[config.mk]
export PLATFORM = sky130hd
export DESIGN_NAME = unidade_controle_exp7_flat
export DESIGN_NICKNAME = d
export VERILOG_FILES = /design/src/rtl/unidade_controle_exp7_if.sv /design/src/rtl/unidade_controle_exp7.sv /design/src/flat_wrapper.sv
export SDC_FILE = /design/constraint.sdc
export NUM_CORES = 1
export LEC_CHECK = 0
export ABC_AREA = 0
export BUFFER_PORTS_ARGS = -buffer_cell sky130_fd_sc_hd__buf_2
export CORE_ASPECT_RATIO = 0.5
export CORE_MARGIN = 1.5
export CORE_UTILIZATION = 35
export CTS_CLUSTER_DIAMETER = 60
export DETAILED_ROUTE_END_ITERATION = 12
export SETUP_SLACK_MARGIN = 0.02
export SKIP_CTS_REPAIR_TIMING = 1
export SLEW_MARGIN = 30
export SYNTH_ARGS = -nofsm -noshare
export SYNTH_HDL_FRONTEND = slang
export SYNTH_SLANG_ARGS = --single-unit
[constraint.sdc]
create_clock -name clock -period 2.86 [get_ports clock]
set_input_delay 0.143 -clock clock [delete_from_list [all_inputs] [get_ports clock]]
set_output_delay 0.143 -clock clock [all_outputs]
set_load 0.05 [all_outputs]
[src/rtl/unidade_controle_exp7_if.sv]
// Control/status bundle between the memory-game control unit and its
// datapath / player inputs.
//   master : the control unit (samples player and datapath flags, drives
//            counter/register controls, result flags and the debug code)
//   slave  : the datapath and player side
interface unidade_controle_exp7_if;
    logic       iniciar;
    logic       jogada;
    logic       igual;
    logic       enderecoIgualLimite;
    logic       fimL;
    logic       zeraC;
    logic       contaC;
    logic       zeraL;
    logic       contaL;
    logic       zeraR;
    logic       registraR;
    logic       acertou;
    logic       errou;
    logic       timeout;
    logic       pronto;
    logic [3:0] db_estado;

    modport master (
        input  iniciar, jogada, igual, enderecoIgualLimite, fimL,
        output zeraC, contaC, zeraL, contaL, zeraR, registraR,
        output acertou, errou, timeout, pronto, db_estado
    );

    modport slave (
        output iniciar, jogada, igual, enderecoIgualLimite, fimL,
        input  zeraC, contaC, zeraL, contaL, zeraR, registraR,
        input  acertou, errou, timeout, pronto, db_estado
    );
endinterface

[src/rtl/unidade_controle_exp7.sv]
// Moore control unit for the multi-round memory game. Round k asks the
// player to repeat positions 0..k; each move must arrive within TIMEOUT
// cycles of entering espera_jogada.
// Ports:
//   clock  : system clock, rising edge
//   reset  : synchronous, active-high
//   bus    : master side of unidade_controle_exp7_if (player inputs,
//            datapath flags, counter/register controls, result, debug)
//
// state          | code | meaning
// inicial        | 0x0  | idle, datapath held cleared, waits for iniciar
// preparacao     | 0x1  | clear C, L and R before a new game
// inicio_rodada  | 0x2  | clear C and R at the start of a round
// espera_jogada  | 0x3  | wait for a move, timeout counter running
// registra       | 0x4  | load the move into R
// comparacao     | 0x5  | act on comparator and counter flags
// proximo        | 0x6  | advance C to the next position of the round
// proxima_rodada | 0x7  | advance L to the next round
// fim_acertou    | 0xA  | game won
// fim_timeout    | 0xD  | game lost by timeout
// fim_errou      | 0xE  | game lost by wrong move
// (illegal)      | 0xF  | debug code only; recovers to inicial
module unidade_controle_exp7 #(
    parameter int TIMEOUT = 5000,
    parameter int TW      = 13
) (
    input  logic                    clock,
    input  logic                    reset,
    unidade_controle_exp7_if.master bus
);

    typedef enum logic [3:0] {
        inicial        = 4'h0,
        preparacao     = 4'h1,
        inicio_rodada  = 4'h2,
        espera_jogada  = 4'h3,
        registra       = 4'h4,
        comparacao     = 4'h5,
        proximo        = 4'h6,
        proxima_rodada = 4'h7,
        fim_acertou    = 4'hA,
        fim_timeout    = 4'hD,
        fim_errou      = 4'hE
    } estado_t;

    estado_t       estado;
    estado_t       proximo_estado;
    logic [TW-1:0] tcount;
    logic          expirou;

    logic zerac_w, contac_w, zeral_w, contal_w, zerar_w, registrar_w;
    logic acertou_w, errou_w, timeout_w, pronto_w;
    logic [3:0] db_w;

    assign expirou = (tcount == TW'(TIMEOUT - 1));

    always_ff @(posedge clock) begin
        if (reset) estado <= inicial;
        else       estado <= proximo_estado;
    end

    // Counts only while staying in espera_jogada, so it is 0 on the first
    // cycle of every visit and never passes TIMEOUT-1.
    always_ff @(posedge clock) begin
        if (reset)
            tcount <= '0;
        else if (estado == espera_jogada && proximo_estado == espera_jogada)
            tcount <= tcount + TW'(1);
        else
            tcount <= '0;
    end

    always_comb begin
        proximo_estado = estado;
        case (estado)
            inicial:        if (bus.iniciar) proximo_estado = preparacao;
            preparacao:     proximo_estado = inicio_rodada;
            inicio_rodada:  proximo_estado = espera_jogada;
            espera_jogada: begin
                // a move on the last allowed cycle still counts
                if (bus.jogada)   proximo_estado = registra;
                else if (expirou) proximo_estado = fim_timeout;
            end
            registra:       proximo_estado = comparacao;
            comparacao: begin
                if (!bus.igual)                    proximo_estado = fim_errou;
                else if (!bus.enderecoIgualLimite) proximo_estado = proximo;
                else if (!bus.fimL)                proximo_estado = proxima_rodada;
                else                               proximo_estado = fim_acertou;
            end
            proximo:        proximo_estado = espera_jogada;
            proxima_rodada: proximo_estado = inicio_rodada;
            fim_acertou, fim_errou, fim_timeout:
                            if (bus.iniciar) proximo_estado = preparacao;
            default:        proximo_estado = inicial;
        endcase
    end

    always_comb begin
        zerac_w     = 1'b0;
        contac_w    = 1'b0;
        zeral_w     = 1'b0;
        contal_w    = 1'b0;
        zerar_w     = 1'b0;
        registrar_w = 1'b0;
        acertou_w   = 1'b0;
        errou_w     = 1'b0;
        timeout_w   = 1'b0;
        pronto_w    = 1'b0;
        db_w        = 4'hF;
        case (estado)
            inicial:        begin db_w = 4'h0; zerac_w = 1'b1; zeral_w = 1'b1; zerar_w = 1'b1; end
            preparacao:     begin db_w = 4'h1; zerac_w = 1'b1; zeral_w = 1'b1; zerar_w = 1'b1; end
            inicio_rodada:  begin db_w = 4'h2; zerac_w = 1'b1; zerar_w = 1'b1; end
            espera_jogada:  db_w = 4'h3;
            registra:       begin db_w = 4'h4; registrar_w = 1'b1; end
            comparacao:     db_w = 4'h5;
            proximo:        begin db_w = 4'h6; contac_w = 1'b1; end
            proxima_rodada: begin db_w = 4'h7; contal_w = 1'b1; end
            fim_acertou:    begin db_w = 4'hA; acertou_w = 1'b1; pronto_w = 1'b1; end
            fim_timeout:    begin db_w = 4'hD; errou_w = 1'b1; timeout_w = 1'b1; pronto_w = 1'b1; end
            fim_errou:      begin db_w = 4'hE; errou_w = 1'b1; pronto_w = 1'b1; end
            default:        db_w = 4'hF;
        endcase
    end

    assign bus.zeraC     = zerac_w;
    assign bus.contaC    = contac_w;
    assign bus.zeraL     = zeral_w;
    assign bus.contaL    = contal_w;
    assign bus.zeraR     = zerar_w;
    assign bus.registraR = registrar_w;
    assign bus.acertou   = acertou_w;
    assign bus.errou     = errou_w;
    assign bus.timeout   = timeout_w;
    assign bus.pronto    = pronto_w;
    assign bus.db_estado = db_w;

endmodule

[src/flat_wrapper.sv]
// flat-port wrapper written by rule: the top's interface ports become plain ports
module unidade_controle_exp7_flat 
#(
    parameter int TIMEOUT = 5000,
    parameter int TW      = 13
)
  (clock, reset, bus_iniciar, bus_jogada, bus_igual, bus_enderecoIgualLimite, bus_fimL, bus_zeraC, bus_contaC, bus_zeraL, bus_contaL, bus_zeraR, bus_registraR, bus_acertou, bus_errou, bus_timeout, bus_pronto, bus_db_estado);
  unidade_controle_exp7_if bus_i ();
  input  logic clock;
  input  logic reset;
  input wire logic [$bits(bus_i.iniciar)-1:0] bus_iniciar;
  input wire logic [$bits(bus_i.jogada)-1:0] bus_jogada;
  input wire logic [$bits(bus_i.igual)-1:0] bus_igual;
  input wire logic [$bits(bus_i.enderecoIgualLimite)-1:0] bus_enderecoIgualLimite;
  input wire logic [$bits(bus_i.fimL)-1:0] bus_fimL;
  output wire logic [$bits(bus_i.zeraC)-1:0] bus_zeraC;
  output wire logic [$bits(bus_i.contaC)-1:0] bus_contaC;
  output wire logic [$bits(bus_i.zeraL)-1:0] bus_zeraL;
  output wire logic [$bits(bus_i.contaL)-1:0] bus_contaL;
  output wire logic [$bits(bus_i.zeraR)-1:0] bus_zeraR;
  output wire logic [$bits(bus_i.registraR)-1:0] bus_registraR;
  output wire logic [$bits(bus_i.acertou)-1:0] bus_acertou;
  output wire logic [$bits(bus_i.errou)-1:0] bus_errou;
  output wire logic [$bits(bus_i.timeout)-1:0] bus_timeout;
  output wire logic [$bits(bus_i.pronto)-1:0] bus_pronto;
  output wire logic [$bits(bus_i.db_estado)-1:0] bus_db_estado;
  assign bus_i.iniciar = bus_iniciar;
  assign bus_i.jogada = bus_jogada;
  assign bus_i.igual = bus_igual;
  assign bus_i.enderecoIgualLimite = bus_enderecoIgualLimite;
  assign bus_i.fimL = bus_fimL;
  assign bus_zeraC = bus_i.zeraC;
  assign bus_contaC = bus_i.contaC;
  assign bus_zeraL = bus_i.zeraL;
  assign bus_contaL = bus_i.contaL;
  assign bus_zeraR = bus_i.zeraR;
  assign bus_registraR = bus_i.registraR;
  assign bus_acertou = bus_i.acertou;
  assign bus_errou = bus_i.errou;
  assign bus_timeout = bus_i.timeout;
  assign bus_pronto = bus_i.pronto;
  assign bus_db_estado = bus_i.db_estado;
  unidade_controle_exp7 #(.TIMEOUT(TIMEOUT), .TW(TW)) u_core (.clock(clock), .reset(reset), .bus(bus_i));
endmodule
# Yosys cells after proc, flatten, opt, wreduce, memory -nomap -nowiden
# Cells that the tools add are included.
[classes]
n_addsub = 1
n_eq_ne = 12
mux = 17
bitwise_logic = 1
n_reduce_logical = 10
[ops]
columns = ["cell", "count"]
rows = [
  ["$pmux W4 S11", 1],
  ["$mux W4", 6],
  ["$pmux W4 S6", 1],
  ["$eq A4 B3 Y1 const B", 4],
  ["$add A13 B1 Y13 const B", 1],
  ["$eq A13 B13 Y1 const B", 1],
  ["$eq A4 B2 Y1 const B", 3],
  ["$eq A4 B4 Y1 const B", 3],
  ["$reduce_or A2 Y1", 5],
  ["$mux W1", 9],
  ["$reduce_or A3 Y1", 2],
  ["$eq A4 B1 Y1 const B", 1],
  ["$logic_not A4 Y1", 1],
  ["$reduce_or A4 Y1", 1],
  ["$logic_and A1 B1 Y1", 1],
  ["$not A1 Y1", 1],
]
[totals]
regBits = 17
input_bits = 7
out_inout_bits = 14

# Logic depth before layout (Yosys ltp)
[depth]
word_depth = 8
mapped_depth = 6
depth_no_buf = 5

# Least setup slack after synthesis
# No wires, ideal clock.
[synth_timing]
kind = "reg-to-output"
from = "register u_core.estado[3]"
to = "output bus_pronto"
t_arrival_ns = 2.243
t_required_ns = 2.717
setup_slack_ns = 0.474
path_stages_with_launch = 4
path_cell_list = "dfxtp_1 buf_2 nor3b_1 or2_2"
[synth_between]
elab_chain_len = 3
elab_cells_between_ends = 5
classes_between = "3 x eq/ne; 1 x mux; 1 x reduce/logical"
[synth_lines]
columns = ["element", "line_no", "source"]
rows = [
  ["start: declaration", "unidade_controle_exp7.sv:46", "estado_t estado;"],
  ["start signal: assignment", "unidade_controle_exp7.sv:58", "if (reset) estado <= inicial;"],
  ["start signal: assignment", "unidade_controle_exp7.sv:59", "else estado <= proximo_estado;"],
  ["$eq A4 B4 Y1", "unidade_controle_exp7.sv:111", "case (estado)"],
  ["$reduce_or A3 Y1 (no source line) *", "--", ""],
  ["$mux W1 *", "unidade_controle_exp7.sv:111", ""],
  ["end: declaration", "flat_wrapper.sv:25", "output wire logic [$bits(bus_i.pronto)-1:0] bus_pronto;"],
]
# Mark *: on every way between the ends. The rest lies on a longest branch, timed or not.

# Final worst setup path
[layout_timing]
from = "register u_core.estado[0]"
to = "output bus_pronto"
# Same word-level chain as after synthesis.

==> results.yml <==
clocking:
  clockBufferDepth: 2
  cts-root-buf: "clkbuf_8"
  worstSkewPairLatency_ns: 0.25
  clkTransAtPathRegs_ns: 0.07
  h-tree-depth: 1
  cts_buffers: 3
  cts_tree: "yes"
  clkSinkCount: 17
timing:
  max_freq_ghz: 0.527
  report.final.slew_viol_count: 0
  tightest_slew_ns: 0.499
  finalSetupViolCount: 0
  rsz0062_at_grt: "no"
  skew_ns: 0.00118
  hold_viol_final: 0
  period_needed_ns: 1.90
  relSlewSlack_pct: 66.7
  fin_crit_sh_pct: 66.4
  fin_tns_setup_ns: 0
final_layout:
  antennaDiodeCount: 0
  fin_nets: 154
  area_growth_pct: 16.5
  drive_gt1_share_pct: 21.4
  fillers: 289
  seq_area_um2: 340
  multi_input_area_um2: 614
floorplanning:
  placementRows: 13
  die_area_um2: 3230
  io_pins: 21
  fp.dieH_um: 40.9
  die_w_um: 78.9
  start_util_pct: 37.8
  core_um2: 2670
logic_synthesis:
  ys_top_cells_by_area: "dfxtp_1 (34%), xnor2_1 (7.8%), nor2_1 (7.5%), nor3_1 (6.0%), nand2_1 (3.4%)"
  synthTopCellsByCount: "nor2_1 (20), dfxtp_1 (17), nor3_1 (12)"
  synth_cell_types: 38
  yosysMostFrequentCell: "nor2_1"
  synth_edf_count: 0
  syn-num-nets: 135
  ys_seq_area_share_pct: 33.8
  synth_flop_cell: "dfxtp_1"
  yosys_register_bits: 17
  syn-cell-area_um2: 1010
  yosysTopAreaCell: "dfxtp_1"
  netlist_instances: 127
  avgSynthCellArea_um2: 7.93
  yosys_warnings: 0
  synth_top_area_share_pct: 33.8
  async_flop_share_pct: 0
critical_path:
  cp.required_ns: 2.72
  path_cells: "nand2b_1 -> a21oi_1 -> or2_2 -> buf_2"
  critical_path_depth: 4
  cp-start-kind: "register"
  ff2ff_setup_slack_ns: 1.07
  cp_num_buf_inv: 1
  end_kind: "output pin"
  r2r_start: "u_core.estado[3]$_SDFF_PP0_"
  arrival_ns: 1.75
  path_delay_family: "flip-flops"
  cp_max_fo: 15
  crit_type: "register to output pin"
  reg2regPathDepth: 5
  critPathSlowestCell: "dfxtp_1"
  slowest_delay_ns: 0.59
  r2r_end: "u_core.tcount[1]$_SDFF_PP0_"
route:
  wire_per_inst_um: 11.7
  drc: 0
  firstDrtPassIters: 4
  first_iter_violations: 36
  via_count: 884
  ant_nets: 0
  totalWireLength_mm: 2.13
  avgViaCountPerCell: 4.86
min_path:
  worstHoldPathType: "input port to register"
  hold-path-endpoint: "u_core.estado[1]$_SDFF_PP0_"
  hold_depth: 3
  min_from: "reset"
global_routing:
  grt_usage_pct: 14.4
  grt_max_degree: 18
  grt_pass1_vias: 740
  grt_antenna_before_repair: 0
  grt-ovfl-total: 0
  grt_pass1_wl_mm: 3.46
placed_design:
  io_buffers: 20
  place_congestion: 0.801
  post-dp-hpwl_mm: 1.55
power:
  power.total_uw: 566
  ir_drop_v: 0.000174
  cellLeakagePower_uw: 0.000426
  power_density_nw_per_um2: 482
status:
  outcome: "complete, no violations"
job:
  maxCapViolCount: 0
## worst max-delay path by stage
| stage | from | slack [ns] | end |
|---|---|---|---|
| after CTS | u_core.estado[0]$_SDFF_PP0_ | 0.96 | bus_pronto |
| after floorplan | u_core.estado[3]$_SDFF_PP0_ | 0.47 | bus_pronto |
| after detailed placement | u_core.estado[3]$_SDFF_PP0_ | 1.07 | u_core.tcount[1]$_SDFF_PP0_ |
| after global routing | u_core.estado[0]$_SDFF_PP0_ | 0.84 | bus_pronto |
| final | u_core.estado[0]$_SDFF_PP0_ | 0.96 | bus_pronto |
| after global placement | u_core.estado[3]$_SDFF_PP0_ | 1.07 | u_core.tcount[3]$_SDFF_PP0_ |
## stage by stage
step,area [um2],setup WS (ns),utilization (%),hold WS [ns],instances
2_1_floorplan,1010,0.474,-,0.336,127
3_3_place_gp,1130,1.07,42.3,0.444,178
3_5_place_dp,1130,1.07,42.3,0.456,178
4_1_cts,1170,0.957,44.0,0.200,182
5_1_grt,1170,0.845,44.0,0.205,182
6_report,1170,0.962,44.0,0.205,182
## state kept, by name, indices dropped and copies added, names as in the netlist
register,count
u_core.tcount,13
u_core.estado,4
## cells by family after synthesis
kind of cell	Yosys count	synth area share, %
flops	17	33.8
simple gates	66	34.7
buf+inv	12	5.22
compound gates	20	15.5
fa+ha+maj	1	1.24
xor+xnor	11	9.57
## cell type report
type / instances / share of cell area [%]
multi-input cells: 98 / 52.3
clock buffers: 3 / 3.52
clock inverters: 1 / 0.426
well taps: 37 / 3.94
flip-flops and latches: 17 / 29.0
inverters: 5 / 1.60
repair buffers: 21 / 9.17
## power by group
| group | total, uW | internal, uW | leakage, uW | switching, uW |
|---|---|---|---|---|
| Sequential | 259 | 242 | 0.000137 | 16.6 |
| Clock | 181 | 96.8 | 0.0000255 | 83.9 |
| Combinational | 126 | 36.6 | 0.000263 | 89.8 |
| Total | 566 | 376 | 0.000426 | 190 |
## cell usage in the layout, fill, tap and decap left out, types with 3 or more instances in the layout
master	synthesis	final
clkbuf_8	0	3
nor3_1	12	12
dfxtp_1	17	17
nand4_1	3	3
inv_1	5	5
xnor2_1	9	9
nand2_1	9	9
buf_2	3	20
nor2_1	20	20
o21ai_0	3	3
nand3_1	5	5
a21oi_1	5	5
nand2b_1	3	3
## worst register-to-register path: cells and delay by family (launching register included)
kind,cells,cell delay (ns)
buf+inv,1,0.24
compound gates,2,0.39
simple gates,2,0.41
flops,1,0.63
## per-layer routing
layer,part of all wire [%],GRT usage (%),up-vias
met5,0,0,-
met4,0.61,6.14,0
met3,2.9,2.89,2
met2,44,25.2,19
met1,52,18.2,386
li1,-,-,477
(Power assumes the default switching activity.)
